$ cat config.mk
export PLATFORM = sky130hd
export DESIGN_NAME = word_packer
export DESIGN_NICKNAME = d
export VERILOG_FILES = /design/src/rtl/word_packer.sv
export SDC_FILE = /design/constraint.sdc
export NUM_CORES = 1
export LEC_CHECK = 0
export CORE_MARGIN = 1.5
export CORE_UTILIZATION = 25
export CTS_BUF_LIST = sky130_fd_sc_hd__clkbuf_4 sky130_fd_sc_hd__clkbuf_8
export CTS_CLUSTER_SIZE = 8
export DETAILED_ROUTE_END_ITERATION = 6
export SLEW_MARGIN = 20
export SYNTH_ARGS = -nofsm -noshare
export SYNTH_HDL_FRONTEND = slang
export SYNTH_SLANG_ARGS = --single-unit
$ cat constraint.sdc
create_clock -name clk -period 3.23 [get_ports clk]
set_input_delay 0.646 -clock clk [delete_from_list [all_inputs] [get_ports clk]]
set_output_delay 0.646 -clock clk [all_outputs]
set_load 0.02 [all_outputs]
$ cat src/rtl/word_packer.sv
// word_packer: gathers RATIO items of IN_WIDTH bits into one output word,
// with a flush request that emits a partial word padded with zero lanes.
// Ports:
//   clk, reset                    - clock, async active-high reset
//   in_val/in_data/in_rdy         - item stream in (FIFO dequeue side)
//   flush/flush_ack               - level flush request, one-cycle ack pulse
//   out_val/out_data/out_keep/out_rdy - packed word out, per-lane keep mask
//   fill_level                    - items currently held in the accumulator
module word_packer #(
  parameter int IN_WIDTH = 8,
  parameter int LOGRATIO = 2
) (
  input  logic                             clk,
  input  logic                             reset,
  input  logic                             in_val,
  input  logic [IN_WIDTH-1:0]              in_data,
  output logic                             in_rdy,
  input  logic                             flush,
  output logic                             flush_ack,
  output logic                             out_val,
  output logic [(IN_WIDTH<<LOGRATIO)-1:0]  out_data,
  output logic [(1<<LOGRATIO)-1:0]         out_keep,
  input  logic                             out_rdy,
  output logic [LOGRATIO-1:0]              fill_level
);

  localparam int RATIO = 1 << LOGRATIO;
  localparam int OW    = IN_WIDTH * RATIO;
  localparam logic [LOGRATIO-1:0] CNT_MAX = LOGRATIO'(RATIO - 1);

  // Only RATIO-1 lanes are stored: the last item of a word goes straight
  // from in_data into the output register.
  logic [IN_WIDTH-1:0] lanes [RATIO-1];
  logic [LOGRATIO-1:0] cnt;

  logic          slot_free;
  logic          at_max;
  logic          in_fire;
  logic          out_fire;
  logic          complete;
  logic          flush_req;
  logic          flush_exec;
  logic          flush_noop;
  logic          load_word;
  logic [OW-1:0]    word;
  logic [RATIO-1:0] keep;

  assign slot_free = !out_val || out_rdy;
  assign at_max    = (cnt == CNT_MAX);
  assign in_rdy    = !at_max || slot_free;
  assign in_fire   = in_val && in_rdy;
  assign out_fire  = out_val && out_rdy;
  assign complete  = in_fire && at_max;

  // The requester sees the ack at the same time flush is still high; that
  // cycle is the handshake itself, so it is not taken as a fresh request.
  assign flush_req  = flush && !flush_ack;
  assign flush_exec = flush_req && slot_free && ((cnt != '0) || in_fire);
  assign flush_noop = flush_req && (cnt == '0) && !in_fire;
  assign load_word  = complete || flush_exec;

  assign fill_level = cnt;

  // Candidate output word: held lanes below cnt, plus the incoming item in
  // lane cnt when one is accepted this cycle. Lanes at or above cnt may hold
  // stale items from an earlier word, so they are masked to zero here.
  always_comb begin
    word = '0;
    keep = '0;
    for (int i = 0; i < RATIO - 1; i++) begin
      if (LOGRATIO'(i) < cnt) begin
        word[i*IN_WIDTH +: IN_WIDTH] = lanes[i];
        keep[i] = 1'b1;
      end
    end
    if (in_fire) begin
      word[int'(cnt)*IN_WIDTH +: IN_WIDTH] = in_data;
      keep[cnt] = 1'b1;
    end
  end

  always_ff @(posedge clk or posedge reset) begin
    if (reset) begin
      for (int i = 0; i < RATIO - 1; i++) begin
        lanes[i] <= '0;
      end
      cnt <= '0;
    end else begin
      if (load_word) begin
        cnt <= '0;
      end else if (in_fire) begin
        // in_fire without load_word implies cnt < RATIO-1, so the lane exists.
        lanes[cnt] <= in_data;
        cnt        <= cnt + LOGRATIO'(1);
      end
    end
  end

  always_ff @(posedge clk or posedge reset) begin
    if (reset) begin
      out_val   <= 1'b0;
      out_data  <= '0;
      out_keep  <= '0;
      flush_ack <= 1'b0;
    end else begin
      flush_ack <= flush_exec || flush_noop;
      if (load_word) begin
        out_val  <= 1'b1;
        out_data <= word;
        out_keep <= keep;
      end else if (out_fire) begin
        out_val <= 1'b0;
      end
    end
  end

endmodule

Yosys cells after proc, flatten, opt, wreduce, memory -nomap -nowiden
Index checks and enable logic that the tools add are counted.

operators by class
  add/sub/neg operators = 2
  mux-type cells = 18
  bitwise gates (word level) = 3
  reduce and logical (&&, ||, !) cells = 24
  shifts and indexed selects = 2
  $lt $le $gt $ge = 7
  equality and inequality tests = 1

operators with widths
  cell                       count
  $neg A5 Y33                1
  $shift A8 B33 Y32 const A  1
  $shiftx A8 B33 Y32         1
  $bwmux W32                 1
  $mux W32                   1
  $mux W8                    4
  $bwmux W24                 1
  $demux W8 S2               1
  $logic_and A1 B1 Y1        10
  $mux W1                    6
  $reduce_bool A2 Y1         3
  $logic_or A1 B1 Y1         5
  $logic_not A1 Y1           4
  $lt A1 B2 Y1 const A       2
  $mux W2                    2
  $mux W4                    1
  $or A3 B4 Y4               1
  $ge A3 B3 Y1 const B       1
  $lt A2 B3 Y1 const B       1
  $lt A3 B1 Y1 const B       1
  $not A2 Y3                 1
  $add A2 B1 Y2 const B      1
  $demux W1 S2               1
  $eq A2 B2 Y1 const B       1
  other kinds (5)            5

word-level totals
  bits of input ports = 13
  logic and storage cells = 65
  register bits after elaboration = 64
  output and inout port bits = 41

Depth between registers and ports, before layout
  depth in word-level cells = 9
  mapped depth = 8
  depth with buffers taken out = 6

Worst setup path before layout
No wires, ideal clock.

  path type = reg2reg
  start point = reg cnt[0] (netlist: fill_level[0])
  end point = reg out_keep[1]
  setup time = 0.128 ns
  path buffers = 2
  data required time = 3.102 ns
  period minus slack after synthesis = 2.222 ns
  stages on the path, launching flop included = 9
  setup slack = 1.008 ns
  arrival = 2.095 ns
  path through = dfrtp_1 inv_1 ha_1 buf_6 clkinv_2 nand2_1 a21boi_4 buf_6 mux2_1

on the way
  word-level cells in the longest chain between the ends = 7
  elaborated cells between the ends (all ways) = 18
  classes of those cells = order compare: 3; eq/ne: 1; mux: 4; bitwise: 1; reduce/logical: 9

ends and longest elaborated chain
  what                                                  line  text
  start: declaration                                    34    logic [LOGRATIO-1:0] cnt;
  start signal: assignment                              94    cnt <= cnt + LOGRATIO'(1);
  branches (longest 7 deep; another with $lt A2 B3 Y1)  --
  end signal: assignment                                110   out_keep <= keep;
  end: declaration                                      22    output logic [(1<<LOGRATIO)-1:0] out_keep,

Several ways; the timed one is not identified.
A chain may end at the register's enable or synchronous reset.

Final worst setup path
  start point = reg cnt[0] (netlist: fill_level[0])
  end point = out in_rdy

on the way
  word-level cells in the longest chain between the ends = 3

ends and longest elaborated chain
  what                line  text
  $eq A2 B2 Y1        49    assign at_max = (cnt == CNT_MAX);
  $logic_not A1 Y1    50    assign in_rdy = !at_max || slot_free;
  $logic_or A1 B1 Y1  50
  end: declaration    17    output logic in_rdy,

Every way passes these cells.

==> implementation parameters <==
Parameter                              Value

Run status
  Run status ... complete, no violations

Critical path
  Startpoint type of the worst setup path ... flop
  Required arrival time at the worst endpoint ... roughly 2.6 ns
  Worst EP arrival ... 2.17 ns
  Series of cell instances along the critical path ... ha_1 > and3b_4 > inv_6 > clkdlybuf4s50_1
  Worst R2R Path Depth ... 7
  Critical Path Max Stage Delay ... about 0.62 ns
  Crit. End Element ... output port
  FF-to-FF setup slack ... approximately 0.77 ns
  Worst Path Max Fanout ... 12
  Critical register-to-register path startpoint ... fill_level[0]
  Terminus of the critical flop-to-flop path ... out_data[22]
  Worst Setup Path Type ... flop to output port
  Slowest cell on the critical path ... clkdlybuf4s50_1

Layout
  Register cell area after layout ... between 1500 and 2000 µm²
  Area of the multi-input gates ... ~1400 µm²
  Final non-filler cell total ... 472
  Fill cell total of the finished layout ... between 1,000 and 1,500
  Antenna cells ... 0
  Number of nets in the final layout ... 320
  Final instance area ... around 4100 µm²
  Layout Area Growth over Synthesis ... 28.5%
  Fraction of final layout cells with drive strength greater than 1 ... 0.270

Pwr
  Total power density per cell area ... 844 nW/µm²
  Total Power ... ~3.4 mW
  Standby leakage power ... roughly 1.7 nW
  Peak supply drop ... roughly 0.35 mV

Synth
  Sequential cell area fraction in the yosys report ... 0.508
  Prevailing post-synth register cell ... dfrtp_1
  Number of enable-type register cells in the synthesized netlist ... 0
  Main area contributors after synthesis ... dfrtp_1 51%, mux2_2 13%, mux2i_1 5.4%
  Most common cell in the synthesized netlist ... dfrtp_1
  Async S/R FF share, synth ... 1.00
  Largest area contributor in the netlist ... dfrtp_1
  Top-area cell type share of the netlist area ... 0.508
  Yosys warns ... 0
  Count of distinct cell types in the synthesized netlist ... 40
  Cells after synthesis ... 239
  Post-synthesis instance area ... between 3000 and 4000 µm²
  Net count of the mapped netlist ... 260
  Leading post-synthesis cells by instance count ... 64 x dfrtp_1, 37 x mux2_2, 28 x nand2_1
  Register bit total from synthesis ... 64
  Mean post-synth cell area ... ~13 µm²

Clock tree
  Cts bufs inserted ... 9
  Clock latency at the later pin of the worst-skew pair ... between 0.3 and 0.4 ns
  Clock tree buffer depth ... 2
  Clock tree sinks ... between 60 and 70
  Setup fix buffers added after clock tree synthesis ... 0
  Clock tree from TritonCTS ... built
  Buffer cell driving the clock tree root ... clkbuf_8
  Count of cells resized by post-cts repair ... 0
  Clock Pin Slew Worst Setup and Hold Paths ... around 0.07 ns
  Number of hold-repair buffers added at the cts stage ... 0
  H-tree depth ... 3

Drt
  Detailed-route vias per instance ... 4.28
  Total vias in the final route ... around 2,000
  Initial DRC count ... between 50 and 60
  Final routed wire length divided by cell count ... 15.4 µm
  Number of routed nets with antenna violations ... 0
  Wire length after detailed routing ... ~7.3 mm
  Number of remaining DRC errors ... 0
  Initial DRT Pass Iterations ... 4

STA
  Number of hold violations in the final report ... 0
  Minimum period implied by the final worst setup slack ... 2.82 ns
  Final-layout setup total negative slack ... 0 ns
  Final Slew Violations ... 0
  Max Freq ... 355 MHz
  Fraction of the cycle the final worst path needs ... 0.872
  RSZ-0062 raised after global routing ... false
  Setup clock skew after layout ... 0.00480 ns
  Setup violations, final ... 0
  Slack of the critical path ... 0.414 ns
  Relative slew margins ... 0.575
  Actual transition at the worst max-transition pin ... 0.636 ns

Die
  Full die area ... between 10,000 and 15,000 µm²
  Core Area ... around 12,000 µm²
  Chip Height ... 115 µm
  Placement row count ... 40
  I/O pins ... 54
  Die boundary width ... roughly 120 µm
  Starting density of the core ... 0.259

Min path
  Worst hold endpoint ... lanes[14]
  Cell depth of the worst min-delay path ... 1
  Hold Path Class ... flop to flop
  Start point of the worst min-delay path ... lanes[14]

Placement
  HPWL Detailed ... a little over 5 mm
  Worst setup slack after placement ... 0.478 ns
  Area after detailed placement ... between 3000 and 4000 µm²
  Cell count after placement ... approximately 460
  I/O Buffers ... 53
  Weighted congestion at the end of routability-driven global placement ... ~0.8

Global route
  Number of antenna violations at the first check in global routing ... 0
  Grt met2 use ... 0.176
  Aggregate global routing overflow ... 0
  Wire length of the first global-routing pass ... ~12 mm
  Global routing usage on met3 ... 0.0295
  Global-route usage over all layers ... 0.117
  Met1 usage in global routing ... 0.159
  Vias in the first global route ... 2,090
  Grt peak-use layer ... met2
  Pin count of the biggest net entering global routing ... 37

Job
  # Max-Cap Violations ... 0
worst max-delay path: cells and delay by family (launching register included):
family | cells | cell delay (ns)
and+or+nand+nor | 1 | 0.24
adders and majority gates | 1 | 0.33
DFF | 1 | 0.53
buffers and inverters | 2 | 0.72
layer usage:
metal  wire length, µm  part of all wire
met1              3590              0.49
met2              3300              0.45
met4               124             0.017
met3               260             0.036
met5                 0                 0
sequential cells by signal, indices dropped and copies added (netlist names):
signal / count
out_data: 32
out_keep: 4
fill_level: 2
flush_ack: 1
out_val: 1
lanes: 24
power by group:
part	switching (mW)	internal, mW	total (mW)
Clock	0.311	0.379	0.689
Combinational	0.714	0.752	1.47
Sequential	0.178	1.09	1.26
per-stage QoR:
stage / hold WS (ns) / util
after detailed placement: 0.484 / 0.317
after global placement: 0.474 / 0.317
after CTS: 0.500 / 0.333
after global routing: 0.517 / 0.333
final: 0.507 / 0.333
after floorplan: 0.465 / -
final cells by class:
class | count | share of cell area
flip-flops and latches | 64 | 0.395
multi-input cells | 153 | 0.350
repair buffers | 56 | 0.140
well taps | 168 | 0.0519
clock buffers | 12 | 0.0361
inverters | 15 | 0.0154
clock inverters | 4 | 0.0111
worst max-delay path by stage:
stage / start / end / slack, ns / cells past startpoint
after floorplan: reset / fill_level[0] / 0.99 / 1
after global placement: out_rdy / in_rdy / 0.48 / 4
after detailed placement: out_rdy / in_rdy / 0.48 / 4
after CTS: fill_level[0] / in_rdy / 0.39 / 4
after global routing: fill_level[0] / in_rdy / 0.32 / 4
final: fill_level[0] / in_rdy / 0.41 / 4
cell usage in the layout (no fill, tap or decap), types with 2 or more instances in the layout:
| cell | instances |
|---|---|
| dfrtp_1 | 64 |
| clkdlybuf4s50_1 | 53 |
| mux2_2 | 37 |
| nand2_1 | 28 |
| mux2i_1 | 17 |
| a22o_1 | 16 |
| inv_1 | 12 |
| mux2_4 | 10 |
| clkbuf_8 | 9 |
| ha_1 | 8 |
| clkinv_2 | 4 |
| nand2_2 | 3 |
| mux2_1 | 3 |
| clkbuf_4 | 3 |
| nand3_1 | 2 |
| o21ai_0 | 2 |
| and3_1 | 2 |
| a31oi_4 | 2 |
| nand3b_1 | 2 |
| nor2_1 | 2 |
| buf_4 | 2 |
cell families after synthesis:
logic type	after synthesis	synth area share
compound gates	29	0.0869
fa+ha+maj	8	0.0318
buf+inv	22	0.0417
flops	64	0.508
mux	67	0.245
simple gates	49	0.0869
No activity file was read; power rests on OpenSTA's default activity.
